File: src/rtl/tick_gen_pkg.sv
// Shared constants, config bundle and rate helper for the tick generator.
// Optional square-wave outputs are enabled with TICK_GEN_SQWAVE_EN.
package tick_gen_pkg;

  localparam int ACC_W_DEF = 32;
  localparam int CH_MAX    = 16;
  localparam int CH_W_MAX  = 4;

  typedef struct packed {
    logic [CH_W_MAX-1:0]  ch;
    logic [ACC_W_DEF-1:0] inc;
    logic                 en;
  } cfg_t;

  // Channel-select width; a single channel still needs one bit.
  function automatic int ch_w(input int n);
    return (n > 1) ? $clog2(n) : 1;
  endfunction

  // Increment giving f_tick from f_clk, rounded to nearest.
  function automatic longint unsigned inc_for_rate(
    input longint unsigned f_clk,
    input longint unsigned f_tick,
    input int unsigned     acc_w = ACC_W_DEF
  );
    longint unsigned num;
    num = (f_tick << acc_w) + (f_clk >> 1);
    return num / f_clk;
  endfunction

endpackage

File: src/rtl/tick_gen_if.sv
// Config/sync inputs and tick outputs of the tick generator.
// Carries the sq vector only when TICK_GEN_SQWAVE_EN is defined.
interface tick_gen_if
  import tick_gen_pkg::*;
#(
  parameter int NUM_CH = 4,
  parameter int ACC_W  = ACC_W_DEF
) ();

  localparam int CH_W = ch_w(NUM_CH);

  logic              cfg_we;
  logic [CH_W-1:0]   cfg_ch;
  logic [ACC_W-1:0]  cfg_inc;
  logic              cfg_en;
  logic              sync;
  logic [NUM_CH-1:0] tick;
  logic [NUM_CH-1:0] ch_active;
`ifdef TICK_GEN_SQWAVE_EN
  logic [NUM_CH-1:0] sq;

  modport master (
    output cfg_we, cfg_ch, cfg_inc,
    output cfg_en, sync,
    input  tick, ch_active, sq
  );

  modport slave (
    input  cfg_we, cfg_ch, cfg_inc,
    input  cfg_en, sync,
    output tick, ch_active, sq
  );
`else
  modport master (
    output cfg_we, cfg_ch, cfg_inc,
    output cfg_en, sync,
    input  tick, ch_active
  );

  modport slave (
    input  cfg_we, cfg_ch, cfg_inc,
    input  cfg_en, sync,
    output tick, ch_active
  );
`endif

endinterface

File: src/rtl/tick_gen_nco.sv
// One phase-accumulator tick channel: acc, inc, en and registered tick.
// Square-wave register present only with TICK_GEN_SQWAVE_EN.
module tick_nco
  import tick_gen_pkg::*;
#(
  parameter int ACC_W = ACC_W_DEF
) (
  input  logic             clk_i,
  input  logic             rst_i,
  input  logic             we_i,
  input  logic [ACC_W-1:0] inc_i,
  input  logic             en_i,
  input  logic             sync_i,
  output logic             tick_o,
  output logic             active_o
`ifdef TICK_GEN_SQWAVE_EN
  ,
  output logic             sq_o
`endif
);

  logic [ACC_W-1:0] acc_q, acc_d;
  logic [ACC_W-1:0] inc_q, inc_d;
  logic             en_q, en_d;
  logic             tick_q, tick_d;
  logic [ACC_W:0]   sum;

  // Accumulate; sync and a write both restart the phase from zero.
  always_comb begin
    acc_d  = acc_q;
    inc_d  = inc_q;
    en_d   = en_q;
    tick_d = 1'b0;
    sum    = {1'b0, acc_q} + {1'b0, inc_q};
    if (en_q) begin
      acc_d  = sum[ACC_W-1:0];
      tick_d = sum[ACC_W];
    end
    if (sync_i) begin
      acc_d  = '0;
      tick_d = 1'b0;
    end
    if (we_i) begin
      inc_d  = inc_i;
      en_d   = en_i;
      acc_d  = '0;
      tick_d = 1'b0;
    end
  end

  // Channel state registers.
  always_ff @(posedge clk_i or posedge rst_i) begin
    if (rst_i) begin
      acc_q  <= '0;
      inc_q  <= '0;
      en_q   <= 1'b0;
      tick_q <= 1'b0;
    end else begin
      acc_q  <= acc_d;
      inc_q  <= inc_d;
      en_q   <= en_d;
      tick_q <= tick_d;
    end
  end

  assign tick_o   = tick_q;
  assign active_o = en_q;

`ifdef TICK_GEN_SQWAVE_EN
  logic sq_q, sq_d;

  // Toggle once per observed tick; phase restarts with acc.
  always_comb begin
    sq_d = sq_q ^ tick_q;
    if (sync_i || we_i) begin
      sq_d = 1'b0;
    end
  end

  // Square-wave register.
  always_ff @(posedge clk_i or posedge rst_i) begin
    if (rst_i) begin
      sq_q <= 1'b0;
    end else begin
      sq_q <= sq_d;
    end
  end

  assign sq_o = sq_q;
`endif

endmodule

File: src/rtl/tick_gen.sv
// Multi-channel fractional clock-enable generator (NUM_CH NCO channels).
// Define TICK_GEN_SQWAVE_EN to add per-channel half-rate square waves.
module tick_gen
  import tick_gen_pkg::*;
#(
  parameter int NUM_CH = 4,
  parameter int ACC_W  = ACC_W_DEF
) (
  input logic      CLK,
  input logic      RST,
  tick_gen_if.slave bus
);

  logic [NUM_CH-1:0] wr_sel;
  logic [NUM_CH-1:0] tick_w;
  logic [NUM_CH-1:0] act_w;

  // One-hot write strobes; out-of-range selects match nothing.
  always_comb begin
    wr_sel = '0;
    for (int i = 0; i < NUM_CH; i++) begin
      if (bus.cfg_we && (int'(bus.cfg_ch) == i)) begin
        wr_sel[i] = 1'b1;
      end
    end
  end

`ifdef TICK_GEN_SQWAVE_EN
  logic [NUM_CH-1:0] sq_w;
`endif

  for (genvar gi = 0; gi < NUM_CH; gi++) begin : g_ch
    tick_nco #(
      .ACC_W (ACC_W)
    ) u_nco (
      .clk_i    (CLK),
      .rst_i    (RST),
      .we_i     (wr_sel[gi]),
      .inc_i    (bus.cfg_inc),
      .en_i     (bus.cfg_en),
      .sync_i   (bus.sync),
      .tick_o   (tick_w[gi]),
      .active_o (act_w[gi])
`ifdef TICK_GEN_SQWAVE_EN
      ,
      .sq_o     (sq_w[gi])
`endif
    );
  end

  assign bus.tick      = tick_w;
  assign bus.ch_active = act_w;
`ifdef TICK_GEN_SQWAVE_EN
  assign bus.sq        = sq_w;
`endif

endmodule

File: src/flat_wrapper.sv
// flat-port wrapper written by rule: the top's interface ports become plain ports
module tick_gen_flat import tick_gen_pkg::*;
#(
  parameter int NUM_CH = 4,
  parameter int ACC_W  = ACC_W_DEF
)
  (CLK, RST, bus_cfg_we, bus_cfg_ch, bus_cfg_inc, bus_cfg_en, bus_sync, bus_tick, bus_ch_active);
  tick_gen_if #(.NUM_CH(NUM_CH), .ACC_W(ACC_W)) bus_i ();
  input logic CLK;
  input logic RST;
  input wire logic [$bits(bus_i.cfg_we)-1:0] bus_cfg_we;
  input wire logic [$bits(bus_i.cfg_ch)-1:0] bus_cfg_ch;
  input wire logic [$bits(bus_i.cfg_inc)-1:0] bus_cfg_inc;
  input wire logic [$bits(bus_i.cfg_en)-1:0] bus_cfg_en;
  input wire logic [$bits(bus_i.sync)-1:0] bus_sync;
  output wire logic [$bits(bus_i.tick)-1:0] bus_tick;
  output wire logic [$bits(bus_i.ch_active)-1:0] bus_ch_active;
  assign bus_i.cfg_we = bus_cfg_we;
  assign bus_i.cfg_ch = bus_cfg_ch;
  assign bus_i.cfg_inc = bus_cfg_inc;
  assign bus_i.cfg_en = bus_cfg_en;
  assign bus_i.sync = bus_sync;
  assign bus_tick = bus_i.tick;
  assign bus_ch_active = bus_i.ch_active;
  tick_gen #(.NUM_CH(NUM_CH), .ACC_W(ACC_W)) u_core (.CLK(CLK), .RST(RST), .bus(bus_i));
endmodule
File: config.mk
export PLATFORM = sky130hd
export DESIGN_NAME = tick_gen_flat
export DESIGN_NICKNAME = d
export VERILOG_FILES = /design/src/rtl/tick_gen_pkg.sv /design/src/rtl/tick_gen_if.sv /design/src/rtl/tick_gen_nco.sv /design/src/rtl/tick_gen.sv /design/src/flat_wrapper.sv
export SDC_FILE = /design/constraint.sdc
export NUM_CORES = 1
export LEC_CHECK = 0
export BUFFER_PORTS_ARGS = -buffer_cell sky130_fd_sc_hd__buf_2
export CAP_MARGIN = 15
export CORE_ASPECT_RATIO = 1.1
export CORE_MARGIN = 1
export CORE_UTILIZATION = 57
export CTS_CLUSTER_SIZE = 25
export DETAILED_ROUTE_END_ITERATION = 12
export PLACE_DENSITY = 0.83
export SETUP_SLACK_MARGIN = 0.2
export SLEW_MARGIN = 15
export SYNTH_ARGS = -nofsm -noshare
export SYNTH_HDL_FRONTEND = slang
export SYNTH_SLANG_ARGS = --single-unit
File: constraint.sdc
create_clock -name CLK -period 8.95 [get_ports CLK]
set_clock_uncertainty 0.05 [all_clocks]
set_input_delay 1.79 -clock CLK [delete_from_list [all_inputs] [get_ports CLK]]
set_output_delay 1.79 -clock CLK [all_outputs]
set_load 0.03 [all_outputs]
==> impl_metrics.ini <==
[worst_setup_path]
crit_required_ns = 9.32
arrival_ns = 4.01
cp-end-kind = register
critical_path_class = in2reg
startpoint_type = input port
crit_path_max_fanout = 36

[run_status]
status = completed

[yosys]
ys_warn_count = 0
synth_nets = 1873
avgSynthCellArea_um2 = 9.74
synthCells = 1702
synth_top_flop_cell = dfrtp_1
ys_seq_elements = 264
synth_cell_types = 82
synth_edf_count = 0
async_flop_share_pct = 100
ys_seq_area_share_pct = 39.9
netlist_area_mm2 = 0.0166

[route]
drt-pass1-iter-count = 5
drc = 0
ant_nets = 0
num_vias = 13247
drt_iter0_markers = 946
wl_um = 41900
wire_per_inst_um = 19.9
via_per_inst = 6.30

[cells_and_area]
multi_input_area_mm2 = 0.00947
seq_area_mm2 = 0.00661
area_delta_synth_final_pct = 9.08
fin_nets = 1882
num-fill-cells = 2243
final_cell_mix = 264 x dfrtp_1, 184 x nand2_1, 162 x o21ai_0
final_layout_size_suffix_gt1_share_pct = 16.1
layout_commonest_cell = dfrtp_1

[grt]
grt_overflow_total = 0
grt_pass1_wl_um = 68700
grt_pass1_vias = 13234
grt_antenna_before_repair = 1
grt_max_degree = 187
grt.total_usage_pct = 29.2

[sta]
setup_viol = 0
rsz0062_at_grt = no
relSlewSlack_pct = 31.6
tightest_slew_ns = 1.02
finalHoldViolCount = 0
finalMaxSlewViolations = 0
fmax_ghz = 0.275
timing.final.crit_share_pct = 40.6
setup-tns-final_ns = 0
min_period_ns = 3.63

[pwr]
pwr-share-comb_pct = 42.8
p_per_area_mw_per_mm2 = 283
p_int_mw = 3.17
max-vdd-ir-drop_mv = 0.159
netSwitchingPower_mw = 1.95
finalPower_mw = 5.12
p_clk_share_pct = 24.9
p_seq_share_pct = 32.3
p_leak_nw = 8.38
p_sw_share_pct = 38.1

[cts]
numCtsBuffers = 29
ctsHoldBuffers = 0
clock-sinks = 264
clk_pin_slew_ns = 0.06
htreeDepth = 1
cts_tree = built
cts-root-buf = clkbuf_16
worstSkewPairLatency_ns = 0.57
clockBufferDepth = 3
ctsResizeCount = 0
cts_setup_buffers = 0

[die]
io_pins = 47
start_util_pct = 57.9
dieWidth_um = 165
fp-row-count = 65
dieArea_mm2 = 0.0298
core_area_mm2 = 0.0286
die_h_um = 181

[job]
maxCapViolCount = 0

[placement]
gp_congestion = 0.948
dp_hpwl_um = 28300
port_buffers = 46

[hold_path]
min_path_type = reg2reg
==> area by class of cell <==
class | count | share of cell area, %
Timing Repair Buffer | 59 | 1.88
Inverter | 42 | 0.893
Clock inverter | 11 | 0.754
Tap cell | 368 | 2.55
Antenna cell | 1 | 0.0138
Clock buffer | 42 | 4.95
Sequential cell | 264 | 36.5
Multi-Input combinational cell | 1315 | 52.4
==> Yosys cell counts (25+ instances only) <==
master	count	share of area, %
nand3_1	36	1.1
clkbuf_1	59	1.3
nand2_1	184	4.2
nand4_1	25	0.94
ha_1	128	9.7
a21o_1	63	2.9
inv_1	42	0.95
xnor2_1	43	2.3
a21oi_1	105	3.2
xor2_1	46	2.4
dfrtp_1	264	40
o21ai_0	162	4.9
mux2_2	131	8.9
nor2_1	71	1.6
==> per-layer routing <==
layer / share of wire (%) / vias up / track usage, %
met2: 46 / 426 / 46.3
met3: 6.1 / 97 / 3.74
li1: - / 6235 / -
met4: 4.7 / 2 / 13.6
met5: 0.031 / - / 0
met1: 43 / 6487 / 39.6
==> metrics by stage <==
stage                     setup slack (ns)  std cells  hold WS, ns  util [%]  instance area [um2]
after floorplan                       3.63       1702        0.405         -                16600
after global placement                4.92       2048        0.416      59.5                17000
after detailed placement              4.83       2048        0.427      59.5                17000
after CTS                             5.40       2101        0.440      63.1                18100
after global routing                  5.22       2101        0.456      63.1                18100
final                                 5.32       2102        0.437      63.1                18100
==> registers in the layout, summed over array words and instances (netlist names) <==
signal / cells
u_core.g_ch.u_nco.tick_o: 4
u_core.g_ch.u_nco.inc_q: 128
u_core.g_ch.u_nco.active_o: 4
u_core.g_ch.u_nco.acc_q: 128
==> power by group through the flow <==
stage,combinational (mW),clock (mW),sequential (mW)
after floorplan,1.75,0,1.61
after global placement,2.06,0,1.65
after detailed placement,2.14,0,1.66
after CTS,2.16,1.29,1.65
after global routing,2.44,1.35,1.68
final,2.19,1.28,1.65
==> worst max-delay path, cell delays in order <==
cell      delay (ns)
buf_2           0.12
nor3b_2         0.16
buf_4           0.45
nor2_1          0.12
nand2_1         0.70
o311ai_0        0.25
or3_1           0.36
==> worst paths after layout <==
| check | startpoint | endpoint | slack (ns) | depth (start not counted) |
|---|---|---|---|---|
| max | bus_cfg_ch[1] | u_core.g_ch[0].u_nco.acc_q[28]$_DFFE_PP0P_ | 5.32 | 7 |
| min | u_core.g_ch[1].u_nco.acc_q[13]$_DFFE_PP0P_ | u_core.g_ch[1].u_nco.acc_q[13]$_DFFE_PP0P_ | 0.44 | 2 |
| max reg2reg | u_core.g_ch[3].u_nco.acc_q[0]$_DFFE_PP0P_ | u_core.g_ch[3].u_nco.acc_q[30]$_DFFE_PP0P_ | 5.58 | 11 |
| min reg2reg | u_core.g_ch[1].u_nco.acc_q[13]$_DFFE_PP0P_ | u_core.g_ch[1].u_nco.acc_q[13]$_DFFE_PP0P_ | 0.44 | 2 |
| max in group asynchronous | RST | u_core.g_ch[0].u_nco.acc_q[27]$_DFFE_PP0P_ | 5.75 | 4 |
| min in group asynchronous | RST | u_core.g_ch[1].u_nco.inc_q[21]$_DFFE_PP0P_ | 1.50 | 3 |
==> kinds of logic (layout without fill, tap and decap cells) <==
| group | after synthesis | count (layout) | share of synthesized area, % |
|---|---|---|---|
| AO/OA/AOI/OAI | 509 | 509 | 19.9 |
| XOR/XNOR | 89 | 89 | 4.70 |
| adder cells (fa/ha/maj) | 132 | 132 | 10.1 |
| buffers and inverters | 123 | 154 | 3.12 |
| flip-flops | 264 | 264 | 39.9 |
| multiplexers | 135 | 135 | 9.14 |
| other | 0 | 1 | 0 |
| AND/OR/NAND/NOR | 450 | 450 | 13.2 |
Power figures use the tool's default switching activity.
